### config.mk
export PLATFORM = sky130hd
export DESIGN_NAME = pixel_binariser
export DESIGN_NICKNAME = d
export VERILOG_FILES = /design/src/rtl/pixel_binariser.sv
export SDC_FILE = /design/constraint.sdc
export NUM_CORES = 1
export LEC_CHECK = 0
export CAP_MARGIN = 20
export CORE_ASPECT_RATIO = 1.25
export CORE_UTILIZATION = 30
export CTS_BUF_LIST = sky130_fd_sc_hd__clkbuf_8
export DETAILED_ROUTE_END_ITERATION = 8
export GPL_ROUTABILITY_DRIVEN = 0
export HOLD_SLACK_MARGIN = 0.03
export SYNTH_ARGS = -nofsm -noshare
export SYNTH_HDL_FRONTEND = slang
export SYNTH_SLANG_ARGS = --single-unit
### constraint.sdc
create_clock -name CLK -period 4.2 [get_ports CLK]
set_input_delay 0.63 -clock CLK [delete_from_list [all_inputs] [get_ports CLK]]
set_output_delay 0.63 -clock CLK [all_outputs]
set_load 0.02 [all_outputs]
### src/rtl/pixel_binariser.sv
// pixel_binariser: 24-bit RGB -> 1-bit lit pixel (luma threshold, optional invert, 3-tap majority
// despeckle), syncs delayed 4 cycles to match. Frame statistics built only with BINARISER_STATS_EN.
module pixel_binariser #(
    parameter logic [7:0] DEFAULT_THRESH = 8'd128
`ifdef BINARISER_STATS_EN
    ,
    parameter int         COUNT_W        = 20
`endif
) (
    input  logic        CLK,
    input  logic        RST_N,
    input  logic [23:0] RGB,
    input  logic        HSync_in,
    input  logic        VSync_in,
    input  logic        VDE_in,
    input  logic [7:0]  Thresh,
    input  logic        Invert,
    input  logic        FilterEn,
    output logic        HSync,
    output logic        VSync,
    output logic        VDE,
    output logic        Pixel
`ifdef BINARISER_STATS_EN
    ,
    output logic [COUNT_W-1:0] LitCount,
    output logic               FrameDone
`endif
);

    function automatic logic [7:0] f_luma(input logic [23:0] rgb);
        logic [10:0] sum;
        sum = 11'({rgb[23:16], 1'b0})
            + 11'({rgb[15:8], 2'b00}) + 11'(rgb[15:8])
            + 11'(rgb[7:0]);
        return sum[10:3];
    endfunction

    function automatic logic f_lit(input logic [7:0] luma, input logic [7:0] th, input logic inv);
        return inv ? (luma <= th) : (luma > th);
    endfunction

    function automatic logic f_maj(input logic a, input logic b, input logic c);
        return (a & b) | (a & c) | (b & c);
    endfunction

    // Threshold/invert shadows, reloaded only at a VSync_in rising edge
    logic       r_vs_in_d;
    logic [7:0] r_th;
    logic       r_inv;
    logic       w_frame_start;

    assign w_frame_start = VSync_in & ~r_vs_in_d;

    always_ff @(posedge CLK or negedge RST_N) begin
        if (!RST_N) begin
            r_vs_in_d <= 1'b0;
            r_th      <= DEFAULT_THRESH;
            r_inv     <= 1'b0;
        end else begin
            r_vs_in_d <= VSync_in;
            if (w_frame_start) begin
                r_th  <= Thresh;
                r_inv <= Invert;
            end
        end
    end

    logic [7:0] r_luma_p1;
    logic       r_vde_p1, r_hs_p1, r_vs_p1;
    logic       r_bit_p2, r_vde_p2, r_hs_p2, r_vs_p2;
    logic       r_bit_p3, r_vde_p3, r_bit_p3d, r_vde_p3d, r_hs_p3, r_vs_p3;
    logic       r_pix_p4, r_vde_p4, r_hs_p4, r_vs_p4;
    logic       w_nb_new, w_nb_old, w_filt, w_pix;

    // S1: luma
    always_ff @(posedge CLK or negedge RST_N) begin
        if (!RST_N) begin
            r_luma_p1 <= 8'd0;
            r_vde_p1  <= 1'b0;
            r_hs_p1   <= 1'b0;
            r_vs_p1   <= 1'b0;
        end else begin
            r_luma_p1 <= f_luma(RGB);
            r_vde_p1  <= VDE_in;
            r_hs_p1   <= HSync_in;
            r_vs_p1   <= VSync_in;
        end
    end

    // S2: threshold; blanking forces 0 whatever the polarity
    always_ff @(posedge CLK or negedge RST_N) begin
        if (!RST_N) begin
            r_bit_p2 <= 1'b0;
            r_vde_p2 <= 1'b0;
            r_hs_p2  <= 1'b0;
            r_vs_p2  <= 1'b0;
        end else begin
            r_bit_p2 <= r_vde_p1 & f_lit(r_luma_p1, r_th, r_inv);
            r_vde_p2 <= r_vde_p1;
            r_hs_p2  <= r_hs_p1;
            r_vs_p2  <= r_vs_p1;
        end
    end

    // S3: window b0 = r_bit_p2 (newest), b1 = r_bit_p3 (centre), b2 = r_bit_p3d
    always_ff @(posedge CLK or negedge RST_N) begin
        if (!RST_N) begin
            r_bit_p3  <= 1'b0;
            r_vde_p3  <= 1'b0;
            r_bit_p3d <= 1'b0;
            r_vde_p3d <= 1'b0;
            r_hs_p3   <= 1'b0;
            r_vs_p3   <= 1'b0;
        end else begin
            r_bit_p3  <= r_bit_p2;
            r_vde_p3  <= r_vde_p2;
            r_bit_p3d <= r_bit_p3;
            r_vde_p3d <= r_vde_p3;
            r_hs_p3   <= r_hs_p2;
            r_vs_p3   <= r_vs_p2;
        end
    end

    // Neighbours outside the active line take the centre value (edge replicate)
    assign w_nb_new = r_vde_p2  ? r_bit_p2  : r_bit_p3;
    assign w_nb_old = r_vde_p3d ? r_bit_p3d : r_bit_p3;
    assign w_filt   = FilterEn ? f_maj(w_nb_new, r_bit_p3, w_nb_old) : r_bit_p3;
    assign w_pix    = w_filt & r_vde_p3;

    // S4: output register
    always_ff @(posedge CLK or negedge RST_N) begin
        if (!RST_N) begin
            r_pix_p4 <= 1'b0;
            r_vde_p4 <= 1'b0;
            r_hs_p4  <= 1'b0;
            r_vs_p4  <= 1'b0;
        end else begin
            r_pix_p4 <= w_pix;
            r_vde_p4 <= r_vde_p3;
            r_hs_p4  <= r_hs_p3;
            r_vs_p4  <= r_vs_p3;
        end
    end

    assign Pixel = r_pix_p4;
    assign VDE   = r_vde_p4;
    assign HSync = r_hs_p4;
    assign VSync = r_vs_p4;

`ifdef BINARISER_STATS_EN
    function automatic logic [COUNT_W-1:0] f_sat_inc(input logic [COUNT_W-1:0] c);
        return (&c) ? c : c + 1'b1;
    endfunction

    logic               r_vs_out_d;
    logic [COUNT_W-1:0] r_count;
    logic [COUNT_W-1:0] r_lit_count;
    logic               r_frame_done;
    logic               w_vs_rise;

    assign w_vs_rise = r_vs_p4 & ~r_vs_out_d;

    // The lit pixel coinciding with the VSync rise belongs to neither frame
    always_ff @(posedge CLK or negedge RST_N) begin
        if (!RST_N) begin
            r_vs_out_d   <= 1'b0;
            r_count      <= '0;
            r_lit_count  <= '0;
            r_frame_done <= 1'b0;
        end else begin
            r_vs_out_d <= r_vs_p4;
            if (w_vs_rise) begin
                r_lit_count  <= r_count;
                r_frame_done <= 1'b1;
                r_count      <= '0;
            end else begin
                r_frame_done <= 1'b0;
                if (r_vde_p4 & r_pix_p4)
                    r_count <= f_sat_inc(r_count);
            end
        end
    end

    assign LitCount  = r_lit_count;
    assign FrameDone = r_frame_done;
`endif

endmodule
# Yosys cells after proc, flatten, opt, wreduce, memory -nomap -nowiden
# Cells that the tools add are included.
# classes
magnitude_cmp,2
addsub,3
n_mux,4
n_bitwise,9
# op_table
op,count
$add A11 B8 Y11,2
$add A9 B10 Y11,1
$gt A8 B8 Y1,1
$le A8 B8 Y1,1
$and A1 B1 Y1,6
$mux W1,4
$or A1 B1 Y1,2
$not A1 Y1,1
# word_totals
regBits,33
input_bits,39

# Logic depth before layout (Yosys ltp)
# Gate-level depths: netlist of run 1.
# logic_depth
word_depth,6
depth_mapped,11

# Least setup slack after synthesis of run 1
# No wires, ideal clock.
# synth_path
path_type,input to register
start,in RGB[2]
end,reg r_luma_p1[7]
setup_time_ns,0.128
n_path_buf,0
path_stages,11
setup_slack_ns,1.092
t_required_ns,4.072
arrival_ns,2.981
cell_sequence,inv_1 fa_1 inv_1 fa_1 and4_1 fa_1 a21oi_1 o21ai_0 a211oi_1 o21bai_1 xor2_1
# synth_via
elab_chain_len,1
# synth_lines
element,line,rtl
"start, declared",12,"input logic [23:0] RGB,"
$add A11 B8 Y11,34,+ 11'(rgb[7:0]);
"end signal, assigned",83,r_luma_p1 <= f_luma(RGB);
"end, declared",68,logic [7:0] r_luma_p1;
# No other way between the ends.
# A chain may end at the register's enable or synchronous reset.

# Worst setup path in the final report of run 1
# Ends and elaborated chain as after synthesis.

==> summary.txt, run 1 <==
Detailed routing
  • Antenna-violating nets left: 0
  • Detailed-route DRC error count: 0
  • Final wirelength: ~3 mm
  • DR vias: 1300
  • Routed WL per cell: between 10 and 15 um
  • DRT Pass-1 Iters: 4
  • DRT iter0 DRCs: 32
  • Post-DR vias/cell: 4.22

STA
  • Hold slack: around 0.35 ns
  • Final-report hold violation count: 0
  • Slew @ Worst Pin: slightly above 0.4 ns
  • Setup TNS: 0 ns
  • Final Setup Violations: 0
  • Final period util: 0.832
  • Skew final: 0.00450 ns
  • Post-route setup slack: 0.704 ns
  • Max Slew Vio Count: 0
  • Unrepaired setup endpoints after global routing: no
  • Minimum clock period: ~3.5 ns
  • Fmax: between 200 and 300 MHz
  • Rel. slew slack: 0.727

Yosys
  • Seq/Total Area, Yosys: 0.437
  • Mapped Cells: between 150 and 200
  • Synthesized flop and latch total: 33
  • Synth unique cells: 29
  • Syn nets: between 200 and 250
  • Async set-or-reset flop fraction in the synthesized netlist: 1.00
  • Synth Warn #: 0
  • EDFF count, synth: 0
  • Synthesized area: ~1900 um2
  • Mean Syn Cell Area: ~11 um2
  • Post-synth top flop: dfrtp_1

Hold path
  • WHS Path Cells: 0
  • Hold/Removal Path Class: flop to flop
  • Hold path startpoint: r_hs_p1
  • WHS Endpoint: r_hs_p2

Critical path
  • Worst path required time: ~4.4 ns
  • Critical Path Fanout Max: 3
  • Worst-case reg-to-reg path depth: 6
  • Crit-path max cell delay: approximately 0.52 ns
  • CP Data Arrival Time: 3.66 ns
  • CP Launch Type: primary input
  • CP most frequent cell: fa_1
  • Worst R2R End: r_bit_p2
  • Slowest-stage cell, CP: fa_1
  • Crit Reg-Reg Startpoint: r_th[7]
  • Top Family by Delay on Critical Path: adder cells
  • Critical path capture point type: flop
  • CP Cell Sequence: clkdlybuf4s50_1 -> inv_1 -> fa_1 -> inv_1 -> fa_1 -> and4_1 -> fa_1 -> a21oi_1 -> o21ai_0 -> a211oi_1 -> o21bai_1 -> xor2_1
  • CP Class: primary input to flop
  • Worst reg2reg setup slack: 2.51 ns
  • CP Buf/Inv Count: 3

Power
  • Switching pwr: about 330 uW
  • Worst vdd ir: 181 uV
  • Internal: around 730 uW
  • Leakage: 1.21 nW
  • Sequential share of power: 0.389
  • Power density over the cells: 420 nW/um2
  • Clock share of power: 0.242
  • Logic pwr share: 0.370
  • Switching share of power: 0.310

CTS
  • Clock Latency Late Sink: approximately 0.28 ns
  • Clk slew on worst S/H paths: about 0.07 ns
  • Total setup buffers inserted after CTS: 0
  • Post-CTS Hold Buffers: 0
  • Max H-tree Level: 2
  • CTS buffer count: 5
  • Clock Path Buffers: 2
  • Clock Sinks: 33
  • TritonCTS clock tree: built
  • Post-CTS sizing: 0
  • CTS root buf: clkbuf_8

Run status
  • Status: completed

Global route
  • GRT Util Overall: 0.105
  • Grt ovf: 0
  • Vias in the first global route: around 1.4k
  • Antenna violations before repair: 0
  • First-pass GRT wire length: around 5.5 mm
  • Pin count of the biggest net entering global routing: 34

Floorplanning
  • IO Pins: between 40 and 50
  • Die Span Y: 90.8 um
  • Die Wd: approximately 73 um
  • Starting Density: 0.309
  • Core ar.: between 6000 and 7000 um2
  • Row Count: 32
  • Die area: 6640 um2

Final layout
  • Biggest regs: r_luma_p1 x8, r_th x8
  • P&R area growth vs syn: 33.6%
  • Nets@finish: roughly 290
  • Most common cell after layout, fill and taps aside: clkdlybuf4s50_1
  • Number of diodes: 0
  • Layout cells sized above 1: 0.0717
  • Commonest non-fill, non-tap cells in the layout: clkdlybuf4s50_1, inv_1, dfrtp_1

Place
  • DP HPWL: approximately 2.5 mm
  • PortBufs: between 40 and 50
  • Dpl ws: 0.393 ns

Flow run
  • Max_cap viols: 0
-- metal layers --
| layer | part of all wire | GRT usage | vias to the layer above | wire [um] |
|---|---|---|---|---|
| li1 | - | - | 648 | - |
| met1 | 0.42 | 0.119 | 605 | 1310 |
| met2 | 0.51 | 0.185 | 42 | 1570 |
| met3 | 0.051 | 0.0179 | 5 | 159 |
| met4 | 0.018 | 0.0539 | 0 | 57 |
| met5 | 0 | 0 | - | 0 |
-- synth_stat cells, types with 2 or more instances --
library cell | count | share of area
nor2b_1 | 2 | 0.0066
a21oi_1 | 8 | 0.021
xor2_1 | 3 | 0.014
inv_1 | 38 | 0.075
nand4_1 | 3 | 0.0099
nand3_1 | 2 | 0.0053
o21bai_1 | 2 | 0.0079
dfrtp_1 | 32 | 0.42
xnor2_1 | 4 | 0.018
and4_1 | 2 | 0.0092
fa_1 | 14 | 0.15
clkbuf_1 | 2 | 0.0040
nand2_1 | 13 | 0.026
nor2_1 | 4 | 0.0079
ha_1 | 18 | 0.12
o21ai_0 | 13 | 0.034
-- cells by family after synthesis --
kind of cell / synth area share
DFF: 0.437
buffers and inverters: 0.0793
and+or+nand+nor: 0.0760
xor gates and xnor gates: 0.0324
adders and majority gates: 0.267
AOI/OAI and AO/OA: 0.0978
muxes: 0.0112
-- worst max path at each step --
stage	startpoint	to	cells past startpoint
final	RGB[2]	r_luma_p1[7]	12
after global routing	RGB[2]	r_luma_p1[7]	12
after CTS	RGB[2]	r_luma_p1[7]	12
after detailed placement	RGB[2]	r_luma_p1[7]	12
after global placement	RGB[2]	r_luma_p1[7]	12
after floorplan	RGB[2]	r_luma_p1[7]	11
-- power by group through the flow --
stage	clock, mW	sequential [mW]	combinational, mW
after floorplan	0	0.418	0.279
after global placement	0	0.417	0.387
after detailed placement	0	0.419	0.396
after CTS	0.269	0.414	0.401
after global routing	0.279	0.419	0.455
final	0.257	0.413	0.393
-- cell type report --
type                            instances  area [um2]
Tap cell                               85         106
Fill cell                             615        3600
Clock buffer                            7        96.3
Sequential cell                        33         827
Multi-Input combinational cell        100         917
Inverter                               38         143
Timing Repair Buffer                   44         435
Clock inverter                          1        5.00
-- stage by stage --
stage | utilization | total power [mW] | area [um2] | std cells
floorplan | - | 0.697 | 1890 | 173
global route | 0.413 | 1.15 | 2530 | 308
finish | 0.413 | 1.06 | 2530 | 308
global placement | 0.396 | 0.805 | 2430 | 300
detailed placement | 0.396 | 0.815 | 2430 | 300
CTS | 0.413 | 1.08 | 2530 | 308
Power figures use the tool's default switching activity.
==> inputs of run 2 (changes only) <==
==> constraint.sdc (replaced) <==
create_clock -name CLK -period 2.95 [get_ports CLK]
set_input_delay 0.4425 -clock CLK [delete_from_list [all_inputs] [get_ports CLK]]
set_output_delay 0.4425 -clock CLK [all_outputs]
set_load 0.02 [all_outputs]
==> run 2 against run 1 <==
Effect of this change: worst setup slack got worse by 0.60 ns; sequential share of layout area down 2.1 points; non-clock buffer count increased by 13; final cell count up 4.2%; via count increased by 4.7%; clock-buffer cell count is the same; wire length increased by 6.3%; global-route usage is 0.60 points higher; critical path depth decreased by 1; first-iteration DRC count up 6.3%; final area grew 6.9%; clock skew decreased by 0.0014 ns; critical endpoint unchanged; largest power group is now combinational logic; highest routed layer unchanged.
==> summary.txt, run 2 (synthesis gave the netlist of run 1 again) <==
STA
  • Skew final: roughly 0.0031 ns
  • Final Setup Violations: 0
  • Post-route setup slack: 0.101 ns
  • Max Slew Vio Count: 0
  • Slew @ Worst Pin: approximately 0.40 ns
  • Final-report hold violation count: 0
  • Minimum clock period: roughly 2.8 ns
  • Final period util: 0.966
  • Fmax: about 350 MHz
  • Rel. slew slack: 0.732

Detailed routing
  • DRT iter0 DRCs: 34
  • Routed WL per cell: 10.2 um
  • Antenna-violating nets left: 0
  • DR vias: about 1.4k
  • Detailed-route DRC error count: 0
  • Final wirelength: ~3.3 mm
  • DRT Pass-1 Iters: 4
  • Post-DR vias/cell: around 4.2

Floorplanning
  • Starting Density: 0.309
  • IO Pins: 43
  • Die area: approximately 6600 um2
  • Row Count: 32
  • Die Wd: 73.1 um
  • Die Span Y: 90.8 um
  • Core ar.: 6130 um2

Place
  • DP HPWL: between 2 and 3 mm
  • PortBufs: 42
  • Placed cell count: ~310
  • Dpl ws: -0.633 ns

Global route
  • Vias in the first global route: around 1.4k
  • Grt ovf: 0
  • Antenna violations before repair: 0
  • Routing usage on met2: 0.192
  • Busiest layer in global routing: met2
  • Grt met3 use: 0.0290
  • First-pass GRT wire length: 5.70 mm
  • Routing usage on met1: 0.126
  • GRT Util Overall: 0.111
  • Pin count of the biggest net entering global routing: 34

Final layout
  • Biggest regs: r_luma_p1 x8, r_th x8
  • Nets@finish: just over 300
  • Commonest non-fill, non-tap cells in the layout: clkdlybuf4s50_1, inv_1, dfrtp_1
  • Filler cells: roughly 580
  • Layout cells sized above 1: 0.178
  • Area occupied by multi-input gates: 991 um2
  • Most common cell after layout, fill and taps aside: clkdlybuf4s50_1
  • Number of diodes: 0
  • P&R area growth vs syn: 42.8%
  • Seq. cell area: 827 um2
  • Final core occ: 0.442
  • Final instance count without filler cells: roughly 320

CTS
  • Clock Path Buffers: 2
  • Clock Latency Late Sink: ~0.28 ns
  • Max H-tree Level: 2
  • Clock Sinks: 33
  • CTS root buf: clkbuf_8
  • TritonCTS clock tree: built
  • Clk slew on worst S/H paths: 0.06 ns
  • CTS buffer count: 5
  • Post-CTS Hold Buffers: 0

Critical path
  • CP Launch Type: primary input
  • Critical Path Fanout Max: 2
  • Crit-path max cell delay: 0.53 ns
  • Slowest-stage cell, CP: fa_1
  • Critical path capture point type: flop
  • Worst path required time: 3.11 ns
  • CP Data Arrival Time: ~3 ns
  • CP Class: primary input to flop
  • CP Buf/Inv Count: 4
  • Top Family by Delay on Critical Path: adder cells
  • CP Cell Sequence: clkdlybuf4s50_1 -> inv_1 -> buf_4 -> fa_1 -> fa_1 -> inv_1 -> ha_1 -> o21a_1 -> a211oi_2 -> o21bai_1 -> xor2_1

Run status
  • Status: completed

Power
  • Leakage: approximately 1.3 nW
  • Worst vdd ir: 228 uV
  • Power density over the cells: 609 nW/um2

Flow run
  • Max_cap viols: 0

Hold path
  • Hold/Removal Path Class: flop to flop
run 2: changes by cell type in the layout (fill, tap and decap cells not counted), sizes merged:
| cell | before | now |
|---|---|---|
| dlymetal6s2s | 0 | 3 |
| buf | 2 | 15 |
| dlygate4sd2 | 0 | 3 |
| clkdlybuf4s50 | 42 | 36 |
run 2: worst paths after layout:
check | slack (ns) | to | cells after the start | startpoint
max | 0.10 | r_luma_p1[7] | 11 | RGB[13]
min | 0.35 | r_vs_p3 | 0 | r_vs_p2
max reg2reg | 1.22 | r_bit_p2 | 6 | r_th[7]
min reg2reg | 0.35 | r_vs_p3 | 0 | r_vs_p2
max in group asynchronous | 2.06 | r_th[7] | 2 | RST_N
min in group asynchronous | 0.57 | r_th[2] | 2 | RST_N
run 2: where the power goes:
group	switching [mW]	internal [mW]
sequential	0.0342	0.554
clock	0.154	0.211
combinational	0.325	0.369
total	0.514	1.13
run 2: what timing repair did:
| item | in CTS | in global routing |
|---|---|---|
| buffers inserted | 2 | 0 |
| pin swaps | 10 | 9 |
| setup endpoints to repair | 3 | 3 |
| gates resized for setup | 13 | 8 |
run 2: worst register-to-register path: stages, from the launching register on:
cell	delay (ns)
dfstp_2	0.52
inv_1	0.05
ha_1	0.31
nand4_1	0.14
or2_2	0.31
o21ai_0	0.11
mux2i_1	0.21
run 2: area by class of cell:
class / instances / area share
inverters: 38 / 0.0527
repair buffers: 57 / 0.198
multi-input cells: 100 / 0.366
flip-flops and latches: 33 / 0.306
clock buffers: 7 / 0.0356
well taps: 85 / 0.0393
clock inverters: 1 / 0.00185
run 2: through the flow:
step           hold slack [ns]  area, um2  power (mW)  setup TNS (ns)
2_1_floorplan            0.147       1890       0.992               0
3_3_place_gp             0.336       2510        1.19           -1.62
3_5_place_dp             0.336       2510        1.21           -1.91
4_1_cts                  0.353       2670        1.64         -0.0294
5_1_grt                  0.365       2710        1.78        -0.00210
6_report                 0.349       2710        1.65               0
run 2: routing by layer:
layer / vias up / wire length [um]
li1: 677 / -
met1: 636 / 1370
met2: 42 / 1650
met3: 6 / 196
met4: 0 / 61
met5: - / 0
